`src/rtl/bit_cptn.sv`:
```
// Generic-width up/down counter: programmable modulus, parallel load, wrap or saturate, tc strobe, sticky ovf.
// Optional synchronous clear input when BIT_CPTN_CLEAR_EN is defined.
module bit_cptn #(
  parameter int WIDTH = 3,
  parameter int MAX   = 7,
  parameter int SAT   = 0
) (
  input  logic             clk,
  input  logic             reset,
  input  logic             activate,
  input  logic             up,
  input  logic             load,
  input  logic [WIDTH-1:0] load_val,
`ifdef BIT_CPTN_CLEAR_EN
  input  logic             clear,
`endif
  output logic [WIDTH-1:0] cpt,
  output logic             tc,
  output logic             ovf
);

  localparam logic [WIDTH-1:0] MAX_V = WIDTH'(MAX);

  generate
    if (WIDTH < 1 || WIDTH > 32) begin : g_bad_width
      $error("bit_cptn: WIDTH must be in 1..32");
    end
    if (MAX < 1 || 64'(MAX) > ((64'd1 << WIDTH) - 64'd1)) begin : g_bad_max
      $error("bit_cptn: MAX must satisfy 0 < MAX <= 2**WIDTH-1");
    end
  endgenerate

  function automatic logic [WIDTH-1:0] clamp_max(input logic [WIDTH-1:0] v);
    return (v > MAX_V) ? MAX_V : v;
  endfunction

  // Value taken when a step would leave 0..MAX: pin in saturate mode, wrap otherwise.
  function automatic logic [WIDTH-1:0] range_end(input logic [WIDTH-1:0] cur, input logic dir_up);
    if (SAT != 0) return cur;
    return dir_up ? '0 : MAX_V;
  endfunction

  logic [WIDTH-1:0] r_cpt;
  logic             r_ovf;
  logic             w_clear;
  logic             w_at_end;
  logic [WIDTH-1:0] w_step;

`ifdef BIT_CPTN_CLEAR_EN
  assign w_clear = clear;
`else
  assign w_clear = 1'b0;
`endif

  assign w_at_end = up ? (r_cpt == MAX_V) : (r_cpt == '0);
  assign w_step   = up ? (r_cpt + WIDTH'(1)) : (r_cpt - WIDTH'(1));

  assign tc  = reset & activate & ~load & ~w_clear & w_at_end;
  assign cpt = r_cpt;
  assign ovf = r_ovf;

  always_ff @(posedge clk or negedge reset) begin
    if (!reset) begin
      r_cpt <= '0;
      r_ovf <= 1'b0;
    end else if (w_clear) begin
      r_cpt <= '0;
      r_ovf <= 1'b0;
    end else if (load) begin
      r_cpt <= clamp_max(load_val);
      r_ovf <= 1'b0;
    end else if (activate) begin
      if (w_at_end) begin
        r_cpt <= range_end(r_cpt, up);
        r_ovf <= 1'b1;
      end else begin
        r_cpt <= w_step;
      end
    end
  end

endmodule

```
`config.mk`:
```
export PLATFORM = sky130hd
export DESIGN_NAME = bit_cptn
export DESIGN_NICKNAME = d
export VERILOG_FILES = /design/src/rtl/bit_cptn.sv
export SDC_FILE = /design/constraint.sdc
export NUM_CORES = 1
export LEC_CHECK = 0
export BUFFER_PORTS_ARGS = -buffer_cell sky130_fd_sc_hd__buf_2
export CORE_AREA = 2 2 39 41
export CTS_CLUSTER_SIZE = 25
export DETAILED_ROUTE_END_ITERATION = 7
export DIE_AREA = 0 0 41 43
export GPL_ROUTABILITY_DRIVEN = 0
export PLACE_DENSITY = 0.45
export SYNTH_ARGS = -nofsm -noshare
export SYNTH_HDL_FRONTEND = slang
export SYNTH_SLANG_ARGS = --single-unit
```
`constraint.sdc`:
```
create_clock -name clk -period 3.67 [get_ports clk]
set_input_delay 0.5505 -clock clk [delete_from_list [all_inputs] [get_ports clk]]
set_output_delay 0.5505 -clock clk [all_outputs]
set_load 0.005 [all_outputs]
```
# Word-level counts from Yosys, hierarchy flattened
# Index checks and enable logic that the tools add are counted.
[totals] reg_bits=4 mem_bits_rw=0 wordCells=24 latchBits=0 n_memories=0 romBits=0
[classes] addsub=2 shifts=0 n_lt_le_gt_ge=1 div=0 n_eq_ne=1 mux=10 bitwise=4 n_reduce_logical=4 multipliers=0
[ops] operator="3-bit 2-to-1 mux" n=6
[ops] operator="1-bit 2-to-1 mux" n=4
[ops] operator="2-bit nonzero test" n=2
[ops] operator="3-bit by 1-bit adder with 3-bit output (second input constant)" n=1
[ops] operator="1-bit bitwise AND" n=3
[ops] operator="3-bit equality test (second input constant)" n=1
[ops] operator="3-bit > comparator (second input constant)" n=1
[ops] operator="3-bit logical NOT" n=1
[ops] operator="3-bit by 1-bit subtractor with 3-bit output (second input constant)" n=1
[ops] operator="2-bit AND reduction" n=1
[ops] operator="1-bit NOT" n=1

# Depth between registers and ports, before layout
# Gate-level depths: netlist (run 1).
[logic_depth] ltp_word=5 mapped_depth=5 mapped_depth_nobuf=5

# Least setup slack after synthesis (run 1)
# No wires, ideal clock.
[synth_timing] kind="input -> output" start="in up" end="out tc" arrival_time_ns=1.192 path_stages=3 setup_slack_ns=1.927 t_required_ns=3.119 cell_sequence="or3_1 mux2i_1 and3_1"
[synth_via] elab_chain_len=2
[synth_rtl] element="start, declared" line_no="11" source="input logic up,"
[synth_rtl] element="1-bit 2-to-1 mux" line_no="55" source="assign w_at_end = up ? (r_cpt == MAX_V) : (r_cpt == '0);"
[synth_rtl] element="1-bit bitwise AND" line_no="58" source="assign tc = reset & activate & ~load & ~w_clear & w_at_end;"
[synth_rtl] element="end, declared" line_no="18" source="output logic tc,"
# No other way between the ends.

# Worst setup path in the final report (run 1)
[layout_timing] start="reg r_cpt[0], in the netlist cpt[0]" end="out tc"
[layout_via] elab_chain_len=3
[layout_rtl] element="start, declared" line_no="43" source="logic [WIDTH-1:0] r_cpt;"
[layout_rtl] element="start signal, assigned" line_no="70" source="r_cpt <= clamp_max(load_val);"
[layout_rtl] element="start signal, assigned" line_no="74" source="r_cpt <= range_end(r_cpt, up);"
[layout_rtl] element="start signal, assigned" line_no="77" source="r_cpt <= w_step;"
[layout_rtl] element="3-bit equality test / 3-bit logical NOT (equally long branches)" line_no="55"
[layout_rtl] element="1-bit 2-to-1 mux *" line_no="55"
[layout_rtl] element="1-bit bitwise AND *" line_no="58"
# Mark *: on every way between the ends. The rest lies on a longest branch, timed or not.

==> results of run 1 <==
per-layer routing:
metal | vias up | share of wire | track usage
met1 | 134 | 0.45 | 0.117
met2 | 12 | 0.45 | 0.141
met4 | 0 | 0 | 0.0200
li1 | 149 | - | -
met3 | 0 | 0.10 | 0.0471
met5 | - | 0 | 0
power by group:
part | switching [mW] | leakage, nW | internal, mW
Clock | 0.0188 | 0.0138 | 0.0366
Combinational | 0.0199 | 0.131 | 0.0236
Sequential | 0.0111 | 0.0489 | 0.0497
worst max-delay path by stage:
stage                start  end  slack (ps)  cells after the start
floorplan               up   tc        1930                      3
global placement        up   tc        1660                      5
detailed placement      up   tc        1650                      5
CTS                 cpt[0]   tc        1520                      4
global route        cpt[0]   tc        1470                      4
finish              cpt[0]   tc        1530                      4
state kept, by name (all words and copies together), names as in the netlist:
signal,count
ovf,1
cpt,3
through the flow:
stage	worst slack, ps	total power [mW]	instances	hold WS [ps]	utilization
floorplan	1930	0.0902	34	255	-
global placement	1660	0.106	61	366	0.270
detailed placement	1650	0.106	61	366	0.270
CTS	1520	0.164	64	112	0.287
global route	1470	0.172	64	116	0.287
finish	1530	0.160	64	113	0.287
critical path, cell delays in order, from the launching register on:
cell and delay (ps):
dfrtp_1 470, or3_1 420, mux2i_1 190, and3_1 180, buf_2 110
cell usage after synthesis:
cell type and instances:
dfrtp_1 4, inv_1 3, nand2_1 3, o21ai_0 3, nand3_1 2, o31ai_1 2
or3_1 2, xnor2_1 2, a21boi_0 1, a21o_1 1, a21oi_1 1, a22o_1 1
a31oi_1 1, and3_1 1, buf_6 1, fa_1 1, mux2i_1 1, nand3b_1 1
nor2b_1 1, nor3b_1 1, or3b_1 1
area by class of cell:
type / instances / area (µm²) / share of cell area
clock buffers: 3 / 22.5 / 0.0568
inverters: 3 / 11.3 / 0.0284
multi-input cells: 26 / 183 / 0.461
flip-flops and latches: 4 / 100 / 0.252
well taps: 16 / 20.0 / 0.0505
repair buffers: 12 / 60.1 / 0.151
kinds of logic (layout without fill, tap and decap cells):
kind of cell,after synthesis,in the layout,synth area share
multiplexers,1,1,0.0328
AND/OR/NAND/NOR,12,12,0.230
adder cells (fa/ha/maj),1,1,0.0656
flip-flops,4,4,0.328
buffers and inverters,4,18,0.0738
AO/OA/AOI/OAI,10,10,0.213
XOR/XNOR,2,2,0.0574
==> run metrics, run 1 <==
PortBufs=12; CTS Hold Bufs=0; share of cells above drive strength 1=0.313; synth top area cells=dfrtp_1 33%, fa_1 6.6%, xnor2_1 5.7%; H-tree levels=1; CTS clk-pin slew, worst paths=40 ps; Final nets=59; DR iter-0 viols=2; Synth Instances=34; Seq/Total Area, Yosys=0.328; Leakage=0.193 nW; CTS Sinks=4; overall routed net length=732 µm; first-pass GRT wire length=1.10 mm; crit-path max FO=7; WP data required=3120 ps; maximum vdd drop=0.195 mV; Core Area=1380 µm²; synthesized flop and latch total=4; clk buf depth=2; synthesized area per cell=8.98 µm²; Hold Crit Class=in2async; number of CTS-inserted buffers=3; critical path type=reg2out; vias in the first global route=275; Tcrit/Tclk final=0.584; vias per cell=4.61; Synth warnings=0; element type at the critical path end=output pin; post-synth cell types=21; Clk Tree Root Cell=clkbuf_4; DIE WIDTH=41 µm; Critical Path AT=1590 ps; Placed Area=374 µm²; max-slew violation count=0; P&R area growth vs syn=29.9%; max-cap violations=0; Initial Util=0.221; die footprint=1760 µm²; cells on worst reg2reg path=4; drc violations=0; PostCTS Resize Cnt=0; largest net degree at the start of global routing=10; num rows=14; mapped cell area=305 µm²; Vias=295; unrepaired setup endpoints after global routing=false; commonest non-fill, non-tap cell in the layout=buf_2; Synth top area share=0.328; power per cell area=403 nW/µm²; RR Startpoint=cpt[0]; skew final=2.93 ps; Max Freq=467 MHz; Worst-Margin Slew=278 ps; final hold vios=0; DRT Pass-1 Iters=3; GRT Total Usage=0.0938; io pins=13; FILL cells=177; most frequent cells in the layout=12 x buf_2, 4 x dfrtp_1; status=finished, final reports clean; Die H=43 µm; startpoint types=register; leading area contributor after synthesis=dfrtp_1; R2R Setup Slk=2110 ps; worst skew pair latency=240 ps; final setup fails=0; postcts setup bufs=0; Final Critical Period=2140 ps; reg2reg end=cpt[2]; WL/cell=11.4 µm; Ant. Diodes=0; post-synthesis net count=43; TritonCTS clock tree=built; remaining antenna violation count=0; post-route cell area=397 µm²; Worst slew margin=0.814; GRT overflow=0; setup TNS=0 ps; antenna violations before repair=0
Note: power is estimated with default switching activity, not from simulation.
==> run 2, diff against run 1 <==
==> constraint.sdc (replaced) <==
create_clock -name clk -period 2.04 [get_ports clk]
set_input_delay 0.306 -clock clk [delete_from_list [all_inputs] [get_ports clk]]
set_output_delay 0.306 -clock clk [all_outputs]
set_load 0.005 [all_outputs]
==> run 2 against run 1 <==
  * Count of clock-buffer cells in the layout unchanged
  * Register-to-register slack worse by 1600 ps
  * Sequential power up 79%
  * First-iteration DRC count unchanged
  * Combinational power up 83%
  * Clock power up 76%
  * Critical path depth unchanged
  * Sequential cell count unchanged
  * Critical path type unchanged
  * Sequential share of layout area down 0.62 points
  * Largest power group unchanged
  * Global-route usage up 0.28 points
  * Worst hold slack better by 180 ps
  * Non-clock buffer count up 1
==> run metrics, run 2 (same netlist as run 1, synthesis figures left out) <==
status=finished, final reports clean; DIE WIDTH=41 µm (unchanged); skew final=1.58 ps (-1.35 ps); worst skew pair latency=230 ps (about the same); Die H=43 µm (unchanged); antenna violations before repair=0 (unchanged); M3 GR Usage=0.0471 (unchanged); postcts setup bufs=0 (unchanged); GRT Total Usage=0.0966 (+0.00283); CTS clk-pin slew, worst paths=30 ps (about the same); met2 GRT Util=0.138 (-0.00312); WL/cell=10.7 µm (-6.1%); Max Freq=534 MHz; Multi-input gate area=183 µm² (unchanged); P&R area growth vs syn=33.2%; RR Startpoint=cpt[0]; first-pass GRT wire length=1.08 mm (-1.3%); fin cells=65 (+1.6%); DR iter-0 viols=2 (unchanged); GRT overflow=0 (unchanged); Tcrit/Tclk final=0.918; drc violations=0 (unchanged); vias per cell=4.63 (+0.46%); share of cells above drive strength 1=0.306 (-0.00638); Hold Crit Class=in2reg; element type at the critical path end=output pin; Final Critical Period=1870 ps; Clk Tree Root Cell=clkbuf_4; PortBufs=12 (unchanged); unrepaired setup endpoints after global routing=false; commonest non-fill, non-tap cell in the layout=buf_2; FILL cells=166 (-6.2%); clk buf depth=2 (unchanged); worst-path cell with the longest stage delay=dfrtp_1; register area=100 µm² (unchanged); overall routed net length=698 µm (-4.6%); Initial Util=0.221 (unchanged); Vias=301 (+2.0%); CTS Sinks=4 (unchanged); Final nets=60 (+1.7%); max-cap violations=0 (unchanged); io pins=13 (unchanged); remaining antenna violation count=0 (unchanged); num rows=14 (unchanged); hpwl dp=537 µm; CP Cell Sequence=or3_1, mux2i_1, and3_1, buf_2; grt peak-use layer=met2; die footprint=1760 µm² (unchanged); Critical Path AT=1570 ps (-20 ps); setup TNS=0 ps (unchanged); Leakage=0.198 nW (+2.2%); Ant. Diodes=0 (unchanged); maximum vdd drop=0.295 mV (+51%); TritonCTS clock tree=built; max-slew violation count=0 (unchanged); Largest register FFs=3 (unchanged); crit-path max cell delay=460 ps (about the same); Crit path max-delay family=simple AND/OR/NAND/NOR gates; number of CTS-inserted buffers=3 (unchanged); Core Area=1380 µm² (unchanged); Worst-Margin Slew=260 ps (-18.2 ps); hold wc startpoint=load_val[0]; WP data required=1730 ps (-1390 ps); largest net degree at the start of global routing=10 (unchanged); Worst slew margin=0.827 (+0.0122); final setup fails=0 (unchanged); most frequent cells in the layout=12 x buf_2, 4 x dfrtp_1; startpoint types=register; crit-path max FO=7 (unchanged); final hold vios=0 (unchanged); Setup crit start=cpt[0]; met1 Use GR=0.120 (+0.00248); vias in the first global route=277 (+0.73%); critical path type=reg2out; WP buf/inv=1 (unchanged); placed insts=61 (unchanged); power per cell area=702 nW/µm² (+74%); DRT Pass-1 Iters=2 (-1); H-tree levels=1 (unchanged)
-- run 2: cell count changes in the layout (fill, tap and decap cells not counted) --
cell           change
dlygate4sd3_1      +1
-- run 2: area by class of cell --
| cell class | count | share of cell area |
|---|---|---|
| multi-input cells | 26 | 0.449 |
| clock buffers | 3 | 0.0554 |
| well taps | 16 | 0.0492 |
| repair buffers | 13 | 0.172 |
| flip-flops and latches | 4 | 0.246 |
| inverters | 3 | 0.0277 |
-- run 2: timing repair --
item	4_1_cts	5_1_grt
hold buffers	1	0
resized for setup	0	0
hold endpoints to repair	4	0
endpoints found under the setup margin	0	0
-- run 2: worst paths after layout --
check / end / slack [ps] / cells after the start
worst min register to register: ovf / 500 / 1
worst min-delay path: cpt[0] / 290 / 3
min in group asynchronous: ovf / 410 / 2
max in group asynchronous: cpt[0] / 1510 / 2
worst max register to register: cpt[2] / 480 / 4
worst max-delay path: tc / 170 / 4
-- run 2: per-stage QoR --
step / hold WS [ps] / power, mW / setup WS, ps / area (µm²) / util
floorplan: 10.4 / 0.162 / 544 / 305 / -
global placement: 121 / 0.190 / 380 / 374 / 0.270
detailed placement: 121 / 0.190 / 390 / 374 / 0.270
CTS: 288 / 0.294 / 154 / 407 / 0.294
global route: 316 / 0.312 / 69.9 / 407 / 0.294
finish: 291 / 0.286 / 167 / 407 / 0.294
-- run 2: report_power, final --
part / internal, mW / switching [mW] / total, mW
clock: 0.0657 / 0.0316 / 0.0973
sequential: 0.0895 / 0.0190 / 0.109
combinational: 0.0436 / 0.0361 / 0.0797
-- run 2: tightest hold or removal path: cells and delay by family --
kind	cells	cell delay [ps]
compound gates	1	60
buf+inv	1	80
simple gates	1	40
-- run 2: routing by layer --
layer | wire (µm) | share of wire
met3 | 47 | 0.067
met5 | 0 | 0
met1 | 336 | 0.48
met2 | 314 | 0.45
met4 | 0 | 0
==> run 3, diff against run 2 <==
--- a/config.mk
+++ b/config.mk
@@ -5,7 +5,8 @@
 export SDC_FILE = /design/constraint.sdc
 export NUM_CORES = 1
 export LEC_CHECK = 0
-export BUFFER_PORTS_ARGS = -buffer_cell sky130_fd_sc_hd__buf_2
+export BUFFER_PORTS_ARGS = -buffer_cell sky130_fd_sc_hd__buf_4
+export CAP_MARGIN = 20
 export CORE_AREA = 2 2 39 41
 export CTS_CLUSTER_SIZE = 25
 export DETAILED_ROUTE_END_ITERATION = 7
==> run 3 against run 2 <==
  * Register-to-register slack about the same
  * Non-clock buffer count did not move
  * Design area increased by 7.4%
  * Clock skew up 1.1 ps
  * Combinational power increased by 11%
  * Die area did not move
  * Global-route usage up 0.11 points
  * Via count shrank 0.66%
  * Sequential share of layout area down 1.7 points
  * First-iteration DRC count shrank 50%
  * Sequential power hardly changed
  * Critical path type unchanged
==> run metrics, run 3 (same netlist as run 1, synthesis figures left out) <==
status=finished, final reports clean; RR Startpoint=cpt[0]; vias per cell=4.60 (-0.66%); Final nets=60 (unchanged); Vias=299 (-0.66%); power per cell area=676 nW/µm² (-3.7%); CTS clk-pin slew, worst paths=30 ps (about the same); PostCTS Resize Cnt=0 (unchanged); Max Freq=537 MHz (+0.61%); crit-path max FO=7 (unchanged); Initial Util=0.221 (unchanged); Core Area=1380 µm² (unchanged); H-tree levels=1 (unchanged); DRT Pass-1 Iters=2 (unchanged); element type at the critical path end=output pin; max-cap violations=0 (unchanged); max-slew violation count=0 (unchanged); Hold Crit Class=in2reg; combinational power share=0.300 (+0.021); unrepaired setup endpoints after global routing=false; Placed Area=404 µm² (+8.0%); commonest non-fill, non-tap cell in the layout=buf_4; DIE WIDTH=41 µm (unchanged); Switch Pwr=0.0872 mW (+0.54%); io pins=13 (unchanged); postcts setup bufs=0 (unchanged); Worst slew margin=0.815 (-0.0113); Critical Path AT=1560 ps (about the same); overall routed net length=693 µm (-0.72%); clock power share=0.330 (-0.011); first-pass GRT wire length=1.13 mm (+4.4%); Largest register FFs=3 (unchanged); Clk Tree Root Cell=clkbuf_4; hold wc startpoint=load_val[0]; DR iter-0 viols=1 (-1); maximum vdd drop=0.237 mV (-20%); CTS Sinks=4 (unchanged); Tcrit/Tclk final=0.912 (-0.00555); clk buf depth=2 (unchanged); critical path type=reg2out; startpoint types=register; WP data required=1730 ps (about the same); Leakage=0.206 nW (+4.3%); most frequent cells in the layout=12 x buf_4, 4 x dfrtp_1; post-route cell area=437 µm² (+7.4%); GRT overflow=0 (unchanged); Ant. Diodes=0 (unchanged); share of cells above drive strength 1=0.306 (unchanged); num rows=14 (unchanged); Setup crit start=cpt[0]; Die H=43 µm (unchanged); remaining antenna violation count=0 (unchanged); vias in the first global route=277 (unchanged); Worst Hold Slack=278 ps (-12.6 ps); number of CTS-inserted buffers=3 (unchanged); Design Power=0.295 mW (+3.4%); CTS Hold Bufs=1 (unchanged); die footprint=1760 µm² (unchanged); antenna violations before repair=0 (unchanged); TritonCTS clock tree=built; skew final=2.70 ps (+1.12 ps); P&R area growth vs syn=43.0%; hpwl dp=546 µm (+1.5%); WL/cell=10.7 µm (-0.72%); Worst-Margin Slew=277 ps (+17.0 ps); largest net degree at the start of global routing=10 (unchanged); Sw Share=0.295 (-0.00837); final setup fails=0 (unchanged); Final Critical Period=1860 ps (-11.3 ps); drc violations=0 (unchanged); final hold vios=0 (unchanged); GRT Total Usage=0.0977 (+0.00110); setup TNS=0 ps (unchanged); cell internal pwr=0.208 mW (+4.6%); PortBufs=12 (unchanged); worst skew pair latency=230 ps (about the same); sequential share of power=0.370 (-0.010)
[run 3: cell type report]
type	count	area, µm²
clock buffers	3	22.5
well taps	16	20.0
multi-input cells	26	183
inverters	3	11.3
repair buffers	13	100
flip-flops and latches	4	100
fillers	159	947
[run 3: worst paths after layout]
check,end,slack (ps),depth (start not counted)
max,tc,180,4
max in group asynchronous,cpt[2],1520,2
max reg2reg,cpt[2],470,4
min in group asynchronous,ovf,410,2
min,cpt[0],280,3
min reg2reg,ovf,510,1
[run 3: power groups by stage]
stage / registers, mW / clock network, mW / logic (mW)
finish: 0.109 / 0.0975 / 0.0886
global route: 0.113 / 0.107 / 0.0991
CTS: 0.110 / 0.103 / 0.0905
detailed placement: 0.111 / 0 / 0.0889
global placement: 0.112 / 0 / 0.0886
floorplan: 0.103 / 0 / 0.0590
[run 3: critical path: stages (launching register included)]
cell	delay (ps)
dfrtp_1	460
or3_1	420
mux2i_1	160
and3_1	180
buf_4	100
[run 3: per-stage QoR]
| step | worst slack (ps) | cells | util |
|---|---|---|---|
| finish | 179 | 65 | 0.316 |
| global route | 53.1 | 65 | 0.316 |
| CTS | 152 | 65 | 0.316 |
| detailed placement | 407 | 61 | 0.292 |
| global placement | 385 | 61 | 0.292 |
| floorplan | 544 | 34 | - |
[run 3: layer usage]
layer / vias up / wire length, µm / GRT usage
met3: 0 / 57 / 0.0628
met2: 13 / 322 / 0.134
met1: 133 / 313 / 0.127
met4: 0 / 0 / 0.0200
li1: 153 / - / -
met5: - / 0 / 0
